`src/rtl/simon_pkg.sv`:
```
// Shared types and constants for the Simon Says game sequencer.
package simon_pkg;

    localparam int         ROUND_W   = 6;
    localparam logic [2:0] SPEED_MAX = 3'd7;

    typedef enum logic [3:0] {
        CLEAR,
        IDLE,
        START,
        LOAD,
        SHOW_ON,
        SHOW_OFF,
        INPUT,
        WIN,
        LOSE
    } game_state_t;

    // Speed code for a given round, saturating at SPEED_MAX (7-bit intermediate).
    function automatic logic [2:0] speed_for_round(
        input logic [6:0] rnd,
        input logic [6:0] init,
        input logic [6:0] step
    );
        logic [6:0] sum;
        sum = init + (rnd / step);
        return (sum > {4'd0, SPEED_MAX}) ? SPEED_MAX : sum[2:0];
    endfunction

endpackage

```
`src/rtl/simon_game_ctrl_if.sv`:
```
// Command/status bundle between the game sequencer and the Simon datapath blocks.
interface simon_game_ctrl_if;

    logic                         btn_go;
    logic                         btn_press;
    logic                         result;
    logic                         pulse;
    logic                         start;
    logic                         load_colour;
    logic                         load_speed;
    logic                         rst_seedgen;
    logic                         flash_clk;
    logic [simon_pkg::ROUND_W-1:0] check_round;
    logic [2:0]                   speed;
    logic [simon_pkg::ROUND_W-1:0] round;
    logic                         win;
    logic                         lose;

    modport fsm (
        input  btn_go, btn_press, result, pulse,
        output start, load_colour, load_speed, rst_seedgen, flash_clk,
               check_round, speed, round, win, lose
    );

    modport dp (
        output btn_go, btn_press, result, pulse,
        input  start, load_colour, load_speed, rst_seedgen, flash_clk,
               check_round, speed, round, win, lose
    );

endinterface

```
`src/rtl/round_index_ctr.sv`:
```
// Round and sequence-index counters plus the registered speed code for the game sequencer.
module round_index_ctr
    import simon_pkg::*;
#(
    parameter int SPEED_STEP = 4,
    parameter int INIT_SPEED = 0
) (
    input  logic               clk,
    input  logic               rst_n,
    input  logic               clr,
    input  logic               idx_clr,
    input  logic               idx_inc,
    input  logic               rnd_inc,
    output logic [ROUND_W-1:0] round,
    output logic [ROUND_W-1:0] index,
    output logic [2:0]         speed
);

    logic [6:0] round_next;
    logic [2:0] speed_next;

    assign round_next = {1'b0, round} + 7'd1;
    assign speed_next = speed_for_round(round_next, 7'(INIT_SPEED), 7'(SPEED_STEP));

    always_ff @(posedge clk or negedge rst_n) begin
        if (!rst_n) begin
            round <= '0;
            index <= '0;
            speed <= 3'(INIT_SPEED);
        end else if (clr) begin
            round <= '0;
            index <= '0;
            speed <= 3'(INIT_SPEED);
        end else if (rnd_inc) begin
            // index restarts with the round so LOAD already presents colour 0
            round <= round_next[ROUND_W-1:0];
            index <= '0;
            speed <= speed_next;
        end else if (idx_clr) begin
            index <= '0;
        end else if (idx_inc) begin
            index <= index + 6'd1;
        end
    end

endmodule

```
`src/rtl/simon_game_ctrl.sv`:
```
// Simon Says game sequencer: Moore FSM owning every command in the datapath bundle.
//   state    | meaning
//   CLEAR    | seed generator held in reset, counters cleared
//   IDLE     | seed generator free-runs, waiting for btn_go
//   START    | RNG sequence start strobe
//   LOAD     | latch speed and first colour of the round
//   SHOW_ON  | colour at check_round flashing
//   SHOW_OFF | gap between flashes
//   INPUT    | player entering the sequence
//   WIN      | all rounds completed, wait for btn_go
//   LOSE     | wrong entry, wait for btn_go
module simon_game_ctrl
    import simon_pkg::*;
#(
    parameter int MAX_ROUND  = 32,
    parameter int SPEED_STEP = 4,
    parameter int INIT_SPEED = 0
) (
    input logic            clk,
    input logic            rst_n,
    simon_game_ctrl_if.fsm bus
);

    localparam logic [ROUND_W-1:0] LAST_ROUND = ROUND_W'(MAX_ROUND - 1);

    game_state_t        state, state_nxt;
    logic               reload, reload_nxt;
    logic               ctr_clr, idx_clr, idx_inc, rnd_inc;
    logic [ROUND_W-1:0] round, index;
    logic [2:0]         speed;

    round_index_ctr #(
        .SPEED_STEP(SPEED_STEP),
        .INIT_SPEED(INIT_SPEED)
    ) u_ctr (
        .clk    (clk),
        .rst_n  (rst_n),
        .clr    (ctr_clr),
        .idx_clr(idx_clr),
        .idx_inc(idx_inc),
        .rnd_inc(rnd_inc),
        .round  (round),
        .index  (index),
        .speed  (speed)
    );

    always_ff @(posedge clk or negedge rst_n) begin
        if (!rst_n) begin
            state  <= CLEAR;
            reload <= 1'b0;
        end else begin
            state  <= state_nxt;
            reload <= reload_nxt;
        end
    end

    always_comb begin
        state_nxt  = state;
        reload_nxt = 1'b0;
        ctr_clr    = 1'b0;
        idx_clr    = 1'b0;
        idx_inc    = 1'b0;
        rnd_inc    = 1'b0;
        case (state)
            CLEAR: begin
                ctr_clr   = 1'b1;
                state_nxt = IDLE;
            end
            IDLE:  if (bus.btn_go) state_nxt = START;
            START: state_nxt = LOAD;
            LOAD: begin
                idx_clr   = 1'b1;
                state_nxt = SHOW_ON;
            end
            SHOW_ON: if (bus.pulse) state_nxt = SHOW_OFF;
            SHOW_OFF: begin
                if (bus.pulse) begin
                    if (index == round) begin
                        idx_clr   = 1'b1;
                        state_nxt = INPUT;
                    end else begin
                        idx_inc    = 1'b1;
                        reload_nxt = 1'b1;
                        state_nxt  = SHOW_ON;
                    end
                end
            end
            INPUT: begin
                if (bus.btn_press) begin
                    if (!bus.result) begin
                        state_nxt = LOSE;
                    end else if (index < round) begin
                        idx_inc = 1'b1;
                    end else if (round == LAST_ROUND) begin
                        state_nxt = WIN;
                    end else begin
                        rnd_inc   = 1'b1;
                        state_nxt = LOAD;
                    end
                end
            end
            WIN, LOSE: begin
                // clear on the way in so CLEAR already shows round 0
                if (bus.btn_go) begin
                    ctr_clr   = 1'b1;
                    state_nxt = CLEAR;
                end
            end
            default: state_nxt = CLEAR;
        endcase
    end

    assign bus.start       = (state == START);
    assign bus.load_speed  = (state == LOAD);
    assign bus.load_colour = (state == LOAD) || ((state == SHOW_ON) && reload);
    assign bus.rst_seedgen = (state == CLEAR);
    assign bus.flash_clk   = (state == SHOW_ON);
    assign bus.win         = (state == WIN);
    assign bus.lose        = (state == LOSE);
    assign bus.check_round = index;
    assign bus.round       = round;
    assign bus.speed       = speed;

endmodule

```
`src/flat_wrapper.sv`:
```
// flat-port wrapper written by rule: the top's interface ports become plain ports
module simon_game_ctrl_flat import simon_pkg::*;
#(
    parameter int MAX_ROUND  = 32,
    parameter int SPEED_STEP = 4,
    parameter int INIT_SPEED = 0
)
  (clk, rst_n, bus_btn_go, bus_btn_press, bus_result, bus_pulse, bus_start, bus_load_colour, bus_load_speed, bus_rst_seedgen, bus_flash_clk, bus_check_round, bus_speed, bus_round, bus_win, bus_lose);
  simon_game_ctrl_if bus_i ();
  input logic clk;
  input logic rst_n;
  input wire logic [$bits(bus_i.btn_go)-1:0] bus_btn_go;
  input wire logic [$bits(bus_i.btn_press)-1:0] bus_btn_press;
  input wire logic [$bits(bus_i.result)-1:0] bus_result;
  input wire logic [$bits(bus_i.pulse)-1:0] bus_pulse;
  output wire logic [$bits(bus_i.start)-1:0] bus_start;
  output wire logic [$bits(bus_i.load_colour)-1:0] bus_load_colour;
  output wire logic [$bits(bus_i.load_speed)-1:0] bus_load_speed;
  output wire logic [$bits(bus_i.rst_seedgen)-1:0] bus_rst_seedgen;
  output wire logic [$bits(bus_i.flash_clk)-1:0] bus_flash_clk;
  output wire logic [$bits(bus_i.check_round)-1:0] bus_check_round;
  output wire logic [$bits(bus_i.speed)-1:0] bus_speed;
  output wire logic [$bits(bus_i.round)-1:0] bus_round;
  output wire logic [$bits(bus_i.win)-1:0] bus_win;
  output wire logic [$bits(bus_i.lose)-1:0] bus_lose;
  assign bus_i.btn_go = bus_btn_go;
  assign bus_i.btn_press = bus_btn_press;
  assign bus_i.result = bus_result;
  assign bus_i.pulse = bus_pulse;
  assign bus_start = bus_i.start;
  assign bus_load_colour = bus_i.load_colour;
  assign bus_load_speed = bus_i.load_speed;
  assign bus_rst_seedgen = bus_i.rst_seedgen;
  assign bus_flash_clk = bus_i.flash_clk;
  assign bus_check_round = bus_i.check_round;
  assign bus_speed = bus_i.speed;
  assign bus_round = bus_i.round;
  assign bus_win = bus_i.win;
  assign bus_lose = bus_i.lose;
  simon_game_ctrl #(.MAX_ROUND(MAX_ROUND), .SPEED_STEP(SPEED_STEP), .INIT_SPEED(INIT_SPEED)) u_core (.clk(clk), .rst_n(rst_n), .bus(bus_i));
endmodule
```
`config.mk`:
```
export PLATFORM = sky130hd
export DESIGN_NAME = simon_game_ctrl_flat
export DESIGN_NICKNAME = d
export VERILOG_FILES = /design/src/rtl/simon_pkg.sv /design/src/rtl/simon_game_ctrl_if.sv /design/src/rtl/round_index_ctr.sv /design/src/rtl/simon_game_ctrl.sv /design/src/flat_wrapper.sv
export SDC_FILE = /design/constraint.sdc
export NUM_CORES = 1
export LEC_CHECK = 0
export CAP_MARGIN = 10
export CORE_ASPECT_RATIO = 1.75
export CORE_MARGIN = 8
export CORE_UTILIZATION = 50
export CTS_BUF_LIST = sky130_fd_sc_hd__clkbuf_16
export CTS_CLUSTER_SIZE = 28
export DETAILED_ROUTE_END_ITERATION = 6
export PLACE_DENSITY = 0.77
export SLEW_MARGIN = 20
export SYNTH_ARGS = -nofsm -noshare
export SYNTH_HDL_FRONTEND = slang
export SYNTH_SLANG_ARGS = --single-unit
```
`constraint.sdc`:
```
create_clock -name clk -period 3.1 [get_ports clk]
set_clock_uncertainty 0.2 [all_clocks]
set_input_delay 0.62 -clock clk [delete_from_list [all_inputs] [get_ports clk]]
set_output_delay 0.62 -clock clk [all_outputs]
set_load 0.005 [all_outputs]
```
==> results of run 1 <==
-- through the flow --
stage,cell area (um^2),power (mW)
final,1780,1.08
after detailed placement,1710,0.816
after floorplan,1430,0.663
after global placement,1710,0.794
after CTS,1780,1.09
after global routing,1780,1.16
-- layer usage --
layer  global-route usage (%)  routed length, um
met5                        0                  0
met4                     7.03                 57
met3                     4.10                172
met2                     28.6               1940
met1                     14.7               1390
-- power by group --
group	switching, mW	internal (mW)
Sequential	0.0701	0.288
Clock	0.0931	0.172
Combinational	0.228	0.231
-- synth_stat cells, types with 2 or more instances --
cell / count / area [um^2]
a21o_1: 5 / 37.5
inv_1: 10 / 37.5
nor3_1: 4 / 20.0
buf_2: 4 / 20.0
nand4_1: 7 / 43.8
nand2_1: 9 / 33.8
nand2b_1: 2 / 12.5
and3_1: 3 / 18.8
a211o_1: 3 / 26.3
nor2_1: 13 / 48.8
o21bai_1: 2 / 15.0
a21oi_1: 8 / 40.0
o21ai_0: 3 / 15.0
buf_6: 2 / 22.5
nand3_1: 7 / 35.0
o21ai_1: 3 / 15.0
o2111ai_1: 2 / 17.5
nor2b_1: 3 / 18.8
dfrtp_1: 20 / 500
mux2i_1: 5 / 50.1
xnor2_1: 3 / 26.3
and2_1: 4 / 25.0
mux2_2: 2 / 22.5
or2_1: 2 / 12.5
a311oi_1: 3 / 26.3
a31oi_1: 4 / 25.0
ha_1: 8 / 100
-- layout make-up --
type	count	area (um^2)
inverter	11	41.3
fill	212	937
timing repair buffer	30	293
multi-input combinational	122	837
sequential	20	500
clock inverter	1	3.75
tap	27	33.8
clock buffer	3	75.1
-- worst paths after layout --
path / from / slack [ns] / end
worst max-delay path: u_core.state[0]$_DFFE_PN0P_ / 0.34 / bus_load_colour
worst min-delay path: u_core.u_ctr.speed[0]$_DFFE_PN0P_ / 0.29 / u_core.u_ctr.speed[0]$_DFFE_PN0P_
worst max register to register: u_core.u_ctr.round[2]$_DFFE_PN0P_ / 0.55 / u_core.state[1]$_DFFE_PN0P_
worst min register to register: u_core.u_ctr.speed[0]$_DFFE_PN0P_ / 0.29 / u_core.u_ctr.speed[0]$_DFFE_PN0P_
max in group asynchronous: rst_n / 1.48 / u_core.state[0]$_DFFE_PN0P_
min in group asynchronous: rst_n / 0.67 / u_core.u_ctr.index[3]$_DFFE_PN0P_
-- cell families after synthesis --
group | after synthesis
compound gates | 39
xor+xnor | 4
fa+ha+maj | 8
buf+inv | 18
flops | 20
mux | 7
simple gates | 64
-- state kept, by name (all words and copies together) (netlist names) --
register            cells
u_core.u_ctr.index      6
u_core.u_ctr.round      6
u_core.state            4
u_core.u_ctr.speed      3
u_core.reload           1
==> key figures, run 1 <==
Status
  – Status: finished clean

Routing
  – First-pass DRT Iterations: 4
  – Vias/cell: 6.17
  – Via Count: ~1300
  – Final wirelength: 3.56 mm
  – Routed wire per std cell: around 17 um
  – Number of remaining DRC errors: 0
  – Final ANT Viol Nets: 0
  – Initial DRC count: 19

Layout
  – Layout Nets: slightly above 200
  – Util after Layout: 65.6%
  – Share of layout cells above drive strength 1: a little under 7%
  – Non-Filler Instances: 214
  – Synthesis-to-layout area growth: 25.2%
  – Commonest cells after routing, fill and taps aside: 27 x clkdlybuf4s50_1, 20 x dfrtp_1, 13 x nor2_1
  – Most common cell after layout, fill and taps aside: clkdlybuf4s50_1
  – Number of diodes: 0

Worst setup path
  – Slowest CP cell: dfrtp_1
  – Setup CP Type: reg2out
  – CP Capture Type: output port
  – Stages on the worst setup path: 4
  – Worst path buffer plus inverter count: 1
  – CP max stage delay: around 0.57 ns
  – Critical path required time: 2.28 ns
  – CP arrival: roughly 1.9 ns
  – Worst Setup Start Kind: register
  – Worst-path fanout max: 13
  – Delay-heaviest family, CP: flip-flops
  – R2R cell count: 7
  – Worst-path cell chain: nand2_1, nor3_1, a21o_1, clkdlybuf4s50_1

Clock network
  – Clock tree buffer depth: 2
  – Post-CTS Resized: 0
  – Clock insertion delay at the later pin of the skew report: about 0.25 ns
  – CTS HTree Levels: 1
  – Post-CTS Setup Inserts: 0
  – Clk sink count: 20
  – CTS clock-pin slew for the worst setup and hold paths: approximately 0.050 ns
  – CTS hold repair buffers: 0
  – CTS buffer count: 3
  – Root Buffer: clkbuf_16
  – CTS tree: yes

STA
  – Fin worst setup slack: 0.339 ns
  – Slew HR: 40.2%
  – Post-layout min period: about 2.8 ns
  – Fin Hold WS: 0.291 ns
  – Maximum clock frequency: ~360 MHz
  – Fin crit share: 89.1%
  – Unrepaired setup endpoints after global routing: false
  – Setup TNS: 0 ns
  – Worst slew pin tran: 0.894 ns
  – Final Max Slew Viols: 0
  – Endpoints failing hold: 0
  – Final Setup Violations: 0

GRT
  – Vias in the first global route: around 1400
  – First-pass GRT wire length: roughly 6.2 mm
  – Global route total overflow: 0
  – GRT Util Overall: 15.2%
  – Initial antenna violation count: 0
  – Largest net degree at the start of global routing: 21

Place
  – # placed instances: 210
  – PortBufs: 27
  – GP Congestion: ~0.9
  – Worst slack, placed: approximately 0.55 ns
  – DPL Wire Length: approximately 2.8 mm

Synth
  – Main combinational cell family by area after synthesis: simple AND/OR/NAND/NOR gates
  – Async S/R FF share, synth: 100%
  – Post-synth EDFFs: 0
  – Post-synthesis compound-gate area fraction: about a fifth
  – Synth Instances: 160
  – Adder-Cell Fraction of Synth Area: 7.02%
  – Synth warnings: 0
  – Ys flop type: dfrtp_1
  – Sequential share of the synthesized area: approximately a third
  – Mux cell area share after synthesis: 5.09%
  – Netlist cell types: 46
  – #FFs+latches synth: 20
  – Syn_nets: between 150 and 200
  – Synth Area in XOR/XNOR: under 10%
  – Post-synthesis simple-gate area fraction: 25.2%
  – Syn_area_per_cell: just under 9 um^2
  – Synth Cell Area: about 1400 um^2

Floorplanning
  – Die Span Y: between 80 and 90 um
  – Chip width: 56.4 um
  – Initial core utilization: between 50% and 60%
  – Die area: approximately 4900 um^2
  – Rows: 25
  – I/O pins: 28
  – Core ar.: 2720 um^2

Pwr
  – Worst vdd ir: about 0.43 mV
  – Power density over cell area: 606 nW/um^2
  – Leakage power: 0.823 nW

Job
  – Max Cap Viol: 0

Worst hold path
  – Hold-critical path depth: 1
  – HP Class: reg2reg
Note: power is estimated with default switching activity, not from simulation.
==> run 2, diff against run 1 <==
--- a/config.mk
+++ b/config.mk
@@ -13,6 +13,7 @@
 export CTS_CLUSTER_SIZE = 28
 export DETAILED_ROUTE_END_ITERATION = 6
 export PLACE_DENSITY = 0.77
+export REMOVE_ABC_BUFFERS = 1
 export SLEW_MARGIN = 20
 export SYNTH_ARGS = -nofsm -noshare
 export SYNTH_HDL_FRONTEND = slang
==> run 2 against run 1 <==
Worst setup slack worse by 0.00055 ns. Worst hold slack worse by 0.0098 ns. Critical path depth unchanged. Total power decreased by 1.6%. First-iteration DRC count up 150%. Non-clock buffer count decreased by 1. Sequential power grew 3%. Via count up 1.8%. Flip-flop and latch count is the same. Combinational power down 5.5%. Clock-buffer cell count is the same. Highest routed layer unchanged.
==> key figures, run 2 (synthesized netlist as in run 1, its figures left out) <==
Status
  – Status: finished clean

Routing
  – First-pass DRT Iterations: 5 (+1)
  – Number of remaining DRC errors: 0 (unchanged)
  – Initial DRC count: 47 (+28)
  – Final wirelength: 3.67 mm (+3.1%)
  – Via Count: 1345 (+1.8%)
  – Routed wire per std cell: 17.3 um (+4.1%)
  – Final ANT Viol Nets: 0 (unchanged)
  – Vias/cell: 6.34 (+2.8%)

STA
  – Slew HR: 38.0% (-2.2 points)
  – Final Setup Violations: 0 (unchanged)
  – Setup TNS: 0 ns (unchanged)
  – Final Max Slew Viols: 0 (unchanged)
  – Post-layout min period: 2.76 ns (+0.000551 ns)
  – Worst slew pin tran: 0.927 ns (+0.0334 ns)
  – Maximum clock frequency: 362 MHz (about the same)
  – Unrepaired setup endpoints after global routing: false
  – Fin crit share: 89.1% (about the same)
  – Endpoints failing hold: 0 (unchanged)

Pwr
  – Pint: 0.681 mW (-1.4%)
  – Sw frac: 36.1% (-0.094 points)
  – Worst vdd ir: 0.499 mV (+17%)
  – Seq pwr share: 34.6% (+1.5 points)
  – Clock network power share: 24.7% (+0.2 points)
  – Power density over cell area: 600 nW/um^2 (-0.95%)
  – Leakage power: 0.817 nW (-0.79%)
  – Psw: 0.384 mW (-1.8%)
  – Combinational share of power: 40.7% (-1.7 points)

Layout
  – Commonest cells after routing, fill and taps aside: 27 x clkdlybuf4s50_1, 20 x dfrtp_1, 13 x nor2_1
  – Fillers: 236 (+11%)
  – Layout Nets: 201 (-0.50%)
  – Util after Layout: 65.1% (-0.41 points)
  – Most common cell after layout, fill and taps aside: clkdlybuf4s50_1
  – Synthesis-to-layout area growth: 24.4%
  – Share of layout cells above drive strength 1: 6.49% (-0.47 points)
  – Biggest regs: u_core.u_ctr.index: 6 flops, u_core.u_ctr.round: 6 flops, u_core.state: 4 flops
  – Number of diodes: 0 (unchanged)

Clock network
  – CTS HTree Levels: 1 (unchanged)
  – Post-CTS Resized: 0 (unchanged)
  – Post-CTS Setup Inserts: 0 (unchanged)
  – CTS clock-pin slew for the worst setup and hold paths: 0.05 ns (about the same)
  – Clock insertion delay at the later pin of the skew report: 0.25 ns (about the same)
  – CTS hold repair buffers: 0 (unchanged)
  – Clk sink count: 20 (unchanged)
  – Root Buffer: clkbuf_16
  – CTS tree: yes
  – CTS buffer count: 3 (unchanged)
  – Clock tree buffer depth: 2 (unchanged)

GRT
  – First-pass GRT wire length: 6.41 mm (+3.3%)
  – Vias in the first global route: 1391 (-3.7%)
  – Global route total overflow: 0 (unchanged)
  – Largest net degree at the start of global routing: 21 (unchanged)
  – Initial antenna violation count: 0 (unchanged)
  – GRT Util Overall: 15.8% (+0.63 points)

Worst setup path
  – Worst-path cell chain: nand2_1, nor3_1, a21o_1, clkdlybuf4s50_1
  – Critical path required time: 2.28 ns (about the same)
  – Worst-path fanout max: 15 (+2)
  – CP arrival: 1.94 ns (about the same)
  – Worst Setup Start Kind: register
  – Slowest CP cell: dfrtp_1
  – CP max stage delay: 0.58 ns (about the same)
  – Setup CP Type: reg2out
  – CP Capture Type: output port

Job
  – Max Cap Viol: 0 (unchanged)

Floorplanning
  – I/O pins: 28 (unchanged)
  – Initial core utilization: 52.4% (unchanged)
  – Rows: 25 (unchanged)
  – Chip width: 56.4 um (unchanged)
  – Core ar.: 2720 um^2 (unchanged)
  – Die Span Y: 86.6 um (unchanged)
  – Die area: 4880 um^2 (unchanged)

Place
  – GP Congestion: 0.913 (+1.2%)
  – PortBufs: 27 (unchanged)
  – DPL Wire Length: 2.73 mm (-2.1%)

Worst hold path
  – HP Class: reg2reg
run 2: cell types whose count changed in the layout (fill, tap and decap cells not counted), sizes merged:
| cell | delta |
|---|---|
| buf | -1 |
| clkinv | -1 |
run 2: worst max-delay path: cells and delay by family, from the launching register on:
| family | cells | cell delay (ns) |
|---|---|---|
| flip-flops | 1 | 0.58 |
| buffers and inverters | 1 | 0.50 |
| AND/OR/NAND/NOR | 2 | 0.49 |
| AO/OA/AOI/OAI | 1 | 0.13 |
run 2: worst paths after layout:
kind                                                   start                                end  slack (ns)  depth (start not counted)
min reg2reg                u_core.u_ctr.speed[0]$_DFFE_PN0P_  u_core.u_ctr.speed[0]$_DFFE_PN0P_        0.28                          1
max reg2reg                u_core.u_ctr.round[5]$_DFFE_PN0P_        u_core.state[1]$_DFFE_PN0P_        0.55                          7
min                        u_core.u_ctr.speed[0]$_DFFE_PN0P_  u_core.u_ctr.speed[0]$_DFFE_PN0P_        0.28                          1
min in group asynchronous                              rst_n        u_core.state[3]$_DFFE_PN0P_        0.69                          1
max                              u_core.state[1]$_DFFE_PN0P_                    bus_load_colour        0.34                          4
max in group asynchronous                              rst_n  u_core.u_ctr.index[0]$_DFFE_PN0P_        1.45                          1
run 2: layout make-up:
class,count,area [um^2],share of cell area (%)
Multi-Input combinational cell,122,837,47.2
Sequential cell,20,500,28.2
Timing Repair Buffer,29,285,16.1
Clock buffer,3,75.1,4.23
Inverter,11,41.3,2.33
Tap cell,27,33.8,1.91
run 2: power groups by stage:
stage | combinational [mW] | clock (mW) | sequential [mW]
floorplan | 0.277 | 0 | 0.349
global placement | 0.420 | 0 | 0.368
detailed placement | 0.434 | 0 | 0.371
CTS | 0.437 | 0.265 | 0.366
global route | 0.483 | 0.281 | 0.380
finish | 0.433 | 0.263 | 0.368
run 2: metrics by stage:
step | instances | worst slack [ns] | hold WS, ns | power, mW | area [um^2]
5_1_grt | 212 | 0.153 | 0.306 | 1.14 | 1770
3_3_place_gp | 209 | 0.591 | 0.267 | 0.788 | 1700
6_report | 212 | 0.338 | 0.281 | 1.06 | 1770
2_1_floorplan | 153 | 0.665 | 0.124 | 0.626 | 1380
3_5_place_dp | 209 | 0.543 | 0.270 | 0.805 | 1700
4_1_cts | 212 | 0.293 | 0.282 | 1.07 | 1770
run 2: routing by layer:
metal	vias up	wire, um	track usage, %
met1	647	1480	16.4
met4	0	112	7.91
li1	639	-	-
met3	15	161	3.66
met5	-	0	0
met2	44	1920	28.6
